[src/rtl/pwm_ramp_controller.sv]
`default_nettype none
// ============================================================================
//  Module   : pwm_ramp_controller
//  Purpose  : Ramps the PWM duty-cycle register toward a programmed target in
//             bounded steps, spaced by a prescale interval and applied only on
//             PWM period boundaries so no period sees a glitched compare.
//  Revision : 1.0 - initial release
// ============================================================================
module pwm_ramp_controller #(
    parameter int DUTY_W     = 8,
    parameter int PRESCALE_W = 16
) (
    input  logic                  clk,
    input  logic                  rst_n,
    input  logic                  enable,
    input  logic                  snap,
    input  logic [DUTY_W-1:0]     target_duty,
    input  logic [DUTY_W-1:0]     step_size,
    input  logic [PRESCALE_W-1:0] prescale,
    input  logic                  period_start,
    output logic [DUTY_W-1:0]     duty_cycle,
    output logic                  ramping,
    output logic                  at_target
);

    typedef enum logic [0:0] {
        IDLE = 1'b0,
        RAMP = 1'b1
    } state_t;

    localparam logic [DUTY_W:0] c_ONE = {{DUTY_W{1'b0}}, 1'b1};

    state_t                r_state;
    state_t                w_state_nxt;
    logic [DUTY_W-1:0]     r_duty;
    logic [DUTY_W-1:0]     w_duty_nxt;
    logic [PRESCALE_W-1:0] r_cnt;
    logic [PRESCALE_W-1:0] w_cnt_nxt;
    logic                  r_at_target;
    logic                  w_at_target_nxt;

    logic                  w_up;
    logic [DUTY_W:0]       w_dist;
    logic [DUTY_W:0]       w_step;
    logic [DUTY_W:0]       w_delta;
    logic [DUTY_W-1:0]     w_stepped;

    // Candidate next duty: one clamped step toward the live target. The
    // distance is computed one bit wider so the clamp can never wrap.
    always_comb begin
        w_up      = (target_duty > r_duty);
        w_dist    = w_up ? ({1'b0, target_duty} - {1'b0, r_duty})
                         : ({1'b0, r_duty} - {1'b0, target_duty});
        w_step    = (step_size == '0) ? c_ONE : {1'b0, step_size};
        w_delta   = (w_step < w_dist) ? w_step : w_dist;
        w_stepped = w_up ? (r_duty + w_delta[DUTY_W-1:0])
                         : (r_duty - w_delta[DUTY_W-1:0]);
    end

    // Next-state / next-output decode; snap outranks every ramp rule.
    always_comb begin
        w_state_nxt     = r_state;
        w_duty_nxt      = r_duty;
        w_cnt_nxt       = r_cnt;
        w_at_target_nxt = 1'b0;

        if (snap) begin
            w_state_nxt     = IDLE;
            w_duty_nxt      = target_duty;
            w_cnt_nxt       = '0;
            w_at_target_nxt = 1'b1;
        end else begin
            case (r_state)
                IDLE: begin
                    if (enable && (target_duty != r_duty)) begin
                        w_state_nxt = RAMP;
                        w_cnt_nxt   = prescale;
                    end
                end
                RAMP: begin
                    if (!enable) begin
                        w_state_nxt = IDLE;
                        w_cnt_nxt   = '0;
                    end else if (target_duty == r_duty) begin
                        w_state_nxt     = IDLE;
                        w_at_target_nxt = 1'b1;
                    end else if (r_cnt != '0) begin
                        w_cnt_nxt = r_cnt - 1'b1;
                    end else if (period_start) begin
                        w_duty_nxt = w_stepped;
                        w_cnt_nxt  = prescale;
                        if (w_stepped == target_duty) begin
                            w_state_nxt     = IDLE;
                            w_at_target_nxt = 1'b1;
                        end
                    end
                end
                default: begin
                    w_state_nxt = IDLE;
                    w_cnt_nxt   = '0;
                end
            endcase
        end
    end

    // State and output registers with synchronous active-low reset.
    always_ff @(posedge clk) begin
        if (!rst_n) begin
            r_state     <= IDLE;
            r_duty      <= '0;
            r_cnt       <= '0;
            r_at_target <= 1'b0;
        end else begin
            r_state     <= w_state_nxt;
            r_duty      <= w_duty_nxt;
            r_cnt       <= w_cnt_nxt;
            r_at_target <= w_at_target_nxt;
        end
    end

    assign duty_cycle = r_duty;
    assign ramping    = (r_state == RAMP);
    assign at_target  = r_at_target;

endmodule
`default_nettype wire

[config.mk]
export PLATFORM = sky130hd
export DESIGN_NAME = pwm_ramp_controller
export DESIGN_NICKNAME = d
export VERILOG_FILES = /design/src/rtl/pwm_ramp_controller.sv
export SDC_FILE = /design/constraint.sdc
export NUM_CORES = 1
export LEC_CHECK = 0
export BUFFER_PORTS_ARGS = -buffer_cell sky130_fd_sc_hd__buf_2
export CAP_MARGIN = 15
export CORE_UTILIZATION = 53
export DETAILED_ROUTE_END_ITERATION = 16
export PLACE_DENSITY_LB_ADDON = 0.05
export SYNTH_ARGS = -nofsm -noshare
export SYNTH_HDL_FRONTEND = slang
export SYNTH_SLANG_ARGS = --single-unit
[constraint.sdc]
create_clock -name clk -period 7.6 [get_ports clk]
set_input_delay 1.14 -clock clk [delete_from_list [all_inputs] [get_ports clk]]
set_output_delay 1.14 -clock clk [all_outputs]
set_load 0.1 [all_outputs]
**Word level (Yosys, flattened, before mapping)**

Cells that the tools add are included.

- Register bits: 26
- Output and inout port bits: 10
- Word-level logic and storage cells: 60
- Input port bits: 37

- Muxes and demuxes: 30
- Magnitude comparators: 2
- Add/subtract/negate cells: 5
- Bitwise gates (word level): 2
- Equality and inequality tests: 8
- Reductions and logical operators: 9

Operator list:

| cell | number |
|---|---|
| 16-bit 2-to-1 mux | 5 |
| 8-bit 2-to-1 mux | 9 |
| 16-bit one-hot mux with 2 select lines | 1 |
| 8-bit by 8-bit subtractor with 9-bit output | 2 |
| 8-bit == test | 2 |
| 16-bit nonzero test | 1 |
| 16-bit by 1-bit subtractor with 16-bit output (second input constant) | 1 |
| 1-bit 2-to-1 mux | 13 |
| 8-bit by 9-bit less-than comparator with 1-bit output | 1 |
| 9-bit 2-to-1 mux | 1 |
| 8-bit adder | 1 |
| 8-bit greater-than comparator | 1 |
| 8-bit logical NOT | 1 |
| 8-bit != test | 1 |
| 8-bit subtractor | 1 |
| 2-bit != test (second input constant) | 3 |
| 2-bit nonzero test | 3 |
| 5-bit AND reduction | 1 |
| 4-bit by 3-bit != test with 1-bit output (second input constant) | 1 |
| 3-bit != test (second input constant) | 1 |
| 3-bit AND reduction | 1 |
| 1-bit inverter | 2 |
| 1-bit one-hot mux with 2 select lines | 1 |
| 2-bit OR reduction | 1 |
| 1-bit logical AND | 1 |

**Longest topological paths before layout**

- Depth after elaboration: 14
- Gate-level depth with buffers: 32
- Gate-level depth less buffers: 29

**Least setup slack after synthesis**

No wires, ideal clock.

- Path kind: input port to flip-flop
- From: input port target_duty[6]
- To: register r_at_target (netlist: at_target)
- Path slack: 344 ps
- Stages: 31
- Library setup time: 122 ps
- Data arrival time: 7134 ps
- Cell sequence: inv_1 ha_1 buf_2 a211oi_1 or2_1 and3_1 buf_6 nor2_1 mux2_2 o21a_1 or2_2 ha_1 a21o_1 a211o_1 a311o_1 nand2_1 buf_4 mux2i_1 inv_1 ha_1 nor2b_1 o21ai_0 a21boi_0 o21ai_0 a21oi_1 o21ai_0 and3_1 o211a_1 o211ai_1 nand4_1 o311a_1

- Longest elaborated chain between the ends: 14
- Elaborated cells on any way between the ends: 18
- Those cells by class: 4 x add/sub; 2 x order compare; 2 x eq/ne; 10 x mux

Ends and longest elaborated chain:

| item | RTL line | RTL |
|---|---|---|
| start, declared | 17 | `input logic [DUTY_W-1:0] target_duty,` |
| 8-bit by 8-bit subtractor with 9-bit output, or another cell as far along | 53 | `: ({1'b0, r_duty} - {1'b0, target_duty});` |
| 9-bit 2-to-1 mux | 52 | `w_dist = w_up ? ({1'b0, target_duty} - {1'b0, r_duty})` |
| 8-bit by 9-bit less-than comparator with 1-bit output | 55 | `w_delta = (w_step < w_dist) ? w_step : w_dist;` |
| 8-bit 2-to-1 mux | 55 |  |
| 8-bit subtractor or 8-bit adder (tied branches) | 57, 56 |  |
| 8-bit 2-to-1 mux | 56 | `w_stepped = w_up ? (r_duty + w_delta[DUTY_W-1:0])` |
| 8-bit == test | 92 | `if (w_stepped == target_duty) begin` |
| 1-bit 2-to-1 mux | 92 |  |
| 1-bit 2-to-1 mux | 89 | `end else if (period_start) begin` |
| 1-bit 2-to-1 mux | 87 | `end else if (r_cnt != '0) begin` |
| 1-bit 2-to-1 mux (*) | 84 | `end else if (target_duty == r_duty) begin` |
| 1-bit 2-to-1 mux (*) | 81 | `if (!enable) begin` |
| 1-bit 2-to-1 mux (*) | 73 | `case (r_state)` |
| 1-bit 2-to-1 mux (*) | 67 | `if (snap) begin` |
| end signal, assigned | 117 | `r_at_target <= w_at_target_nxt;` |
| end, declared | 39 | `logic r_at_target;` |

Every way passes the cells marked *; elsewhere a longest branch is shown, timed or not.
A chain may end at the register's enable or synchronous reset.

**Worst setup path after layout**

Ends and elaborated chain as after synthesis.

==> flow_summary.json <==
{
  "start_util_pct": 55.3,
  "dpl_cell_area_sq_mm": 0.00364,
  "setup_tns_ps": 0,
  "ys_seq_elements": 26,
  "syn-num-nets": 524,
  "yosys.area.top_type": "dfxtp_1",
  "place_hpwl_um": 7130,
  "synth_compound_area_share_pct": 29.5,
  "yosysWarnings": 0,
  "root_buffer": "clkbuf_8",
  "hold_buffers": 0,
  "ctsHtreeMaxLevel": 1,
  "io_buffer_count": 46,
  "postRouteAntennaNets": 0,
  "topRoutingLayerUsed": "met4",
  "slew_headroom_pct": 31.1,
  "grt_max_degree": 28,
  "cts.path.max_buffers": 2,
  "cap_violations": 0,
  "synth_top_area_share_pct": 15.7,
  "ios": 47,
  "met1_length_um": 4530,
  "num_vias": 3394,
  "numCtsBuffers": 3,
  "yosysUniqueCellTypes": 64,
  "design_area_sq_mm": 0.00371,
  "synth_adder_area_share_pct": 13.1,
  "synth_area_leaders": "dfxtp_1 16%, ha_1 11%, xnor2_1 6.1%",
  "nets": 565,
  "grt_first_pass_wirelength_um": 14400,
  "multi_input_area_sq_mm": 0.00260,
  "synth-main-ff-cell": "dfxtp_1",
  "crit_fanout": 9,
  "wl_per_cell_um": 15.7,
  "clk_latency_ps": 280,
  "antenna_found_initial": 0,
  "ir_drop_uv": 95.9,
  "slowest_stage": "ha_2",
  "first_iter_violations": 255,
  "seqCellArea_sq_um": 520,
  "powerDensity_mw_per_mm2": 188,
  "worstMarginPinSlew_ps": 1030,
  "grt_setup_unrepaired": "no",
  "worstSetupStartpointType": "input port",
  "slowest_delay_ps": 400,
  "drv_slew": 0,
  "synthCells": 454,
  "coreArea_sq_mm": 0.00599,
  "wl_met3_um": 606,
  "area_delta_synth_final_pct": 12.0,
  "avgViaCountPerCell": 5.96,
  "synth-async-reset-ratio_pct": 0,
  "utilization_pct": 62.0,
  "layout_commonest_cell": "buf_2",
  "syn-mean-instance-area_sq_um": 7.30,
  "timing.final.crit_share_pct": 93.9,
  "wl_um": 8920,
  "first_pass_iters": 5,
  "worstHoldPathType": "register to register",
  "synth_top_family_by_area": "compound AO/OA/AOI/OAI gates",
  "setup_viol": 0,
  "clkTransAtPathRegs_ps": 90,
  "fill_cells": 579,
  "drive_above_1_share_pct": 16.2,
  "synthMuxAreaShare_pct": 3.85,
  "synth-edff-count": 0,
  "fp-row-count": 28,
  "fmax_mhz": 140,
  "diodes": 0,
  "min_period_ps": 7130,
  "hold_violations": 0,
  "cts_tree": "built",
  "grt_pass1_vias": 2899,
  "dieArea_sq_mm": 0.00657,
  "crit_type": "input port to register",
  "die_x_um": 81.1,
  "gp_congestion": 1.00,
  "final.setup_skew_ps": 4.77,
  "synth-xor-area-share_pct": 8.72,
  "synth_simple_gate_area_share_pct": 22.5,
  "worstPathArrival_ps": 7310,
  "outcome": "completed",
  "wl_met2_um": 3700,
  "cts.sinks": 26,
  "seq_area_frac_synth_pct": 15.7,
  "grt-ovfl-total": 0,
  "p_leak_nw": 1.68,
  "end_kind": "register",
  "final_cell_mix": "46 x buf_2, 41 x nand2_1, 40 x nor2_1",
  "critical_path_required_ps": 7780,
  "syn-cell-area_sq_mm": 0.00331,
  "die_h_um": 81.1,
  "drc": 0,
  "grt_usage_pct": 28.7
}
flip-flops by register name, summed over array words and instances (netlist names):
signal and flops:
r_cnt 16, duty_cycle 8, at_target 1, ramping 1
metrics by stage:
step                      setup slack, ps  cells  hold WS, ps  total power [mW]
after floorplan                       344    454          466             0.495
after global placement                140    565          486             0.591
after detailed placement            -41.9    565          503             0.598
after CTS                             242    569          524             0.692
after global routing                 25.1    569          548             0.759
final                                 466    569          516             0.699
Yosys cell counts, types with 2 or more instances:
cell type  instances
a211o_1            2
a211oi_1          17
a21boi_0           3
a21o_1             9
a21oi_1           27
a22oi_1           12
and2_1             8
and3_1             3
buf_2              3
clkbuf_1          17
dfxtp_1           26
fa_1               3
ha_1              30
inv_1             29
mux2_2             2
mux2i_1            9
nand2_1           41
nand2b_1           6
nand3_1           11
nand4_1            6
nor2_1            40
nor2b_1            6
nor3_1            13
nor3b_1            2
nor4_1             5
o211a_1            2
o211ai_1           5
o21a_1             8
o21ai_0           36
o22ai_1            3
o31ai_1            4
o41ai_1            2
or3_1              2
xnor2_1           23
xor2_1            10
final cells by class:
cell class | instances | share of cell area [%]
clock buffers | 4 | 1.48
inverters | 31 | 3.13
multi-input cells | 374 | 70.0
flip-flops and latches | 26 | 14.0
well taps | 75 | 2.53
repair buffers | 59 | 8.83
cell families after synthesis:
group,Yosys count
compound gates,144
flops,26
buf+inv,54
fa+ha+maj,33
simple gates,152
xor+xnor,33
mux,12
routing by layer:
metal / up-vias / track usage, %
met3: 6 / 3.93
met2: 125 / 40.8
met4: 0 / 5.54
li1: 1719 / -
met1: 1544 / 45.1
met5: - / 0
path summary, 6_finish.rpt:
path / from / endpoint / slack, ps / depth (start not counted)
max: target_duty[6] / at_target / 470 / 29
min: r_cnt[6] / r_cnt[6] / 520 / 2
max reg2reg: duty_cycle[6] / at_target / 1110 / 27
min reg2reg: r_cnt[6] / r_cnt[6] / 520 / 2
critical path: cells and delay by family:
kind / cells / cell delay [ps]
buffers and inverters: 3 / 250
adder cells (fa/ha/maj): 3 / 960
AO/OA/AOI/OAI: 14 / 2830
multiplexers: 2 / 630
AND/OR/NAND/NOR: 7 / 1500
repair_timing:
item                                    4_1_cts  5_1_grt
gates resized for setup                       0        7
setup buffers                                 0        0
endpoints found under the setup margin        0        3
where the power goes:
group | switching (mW) | internal (mW) | total [mW]
logic | 0.263 | 0.190 | 0.453
clock network | 0.0466 | 0.0465 | 0.0931
registers | 0.00924 | 0.143 | 0.152
total | 0.319 | 0.380 | 0.699
No activity file was read; power rests on OpenSTA's default activity.
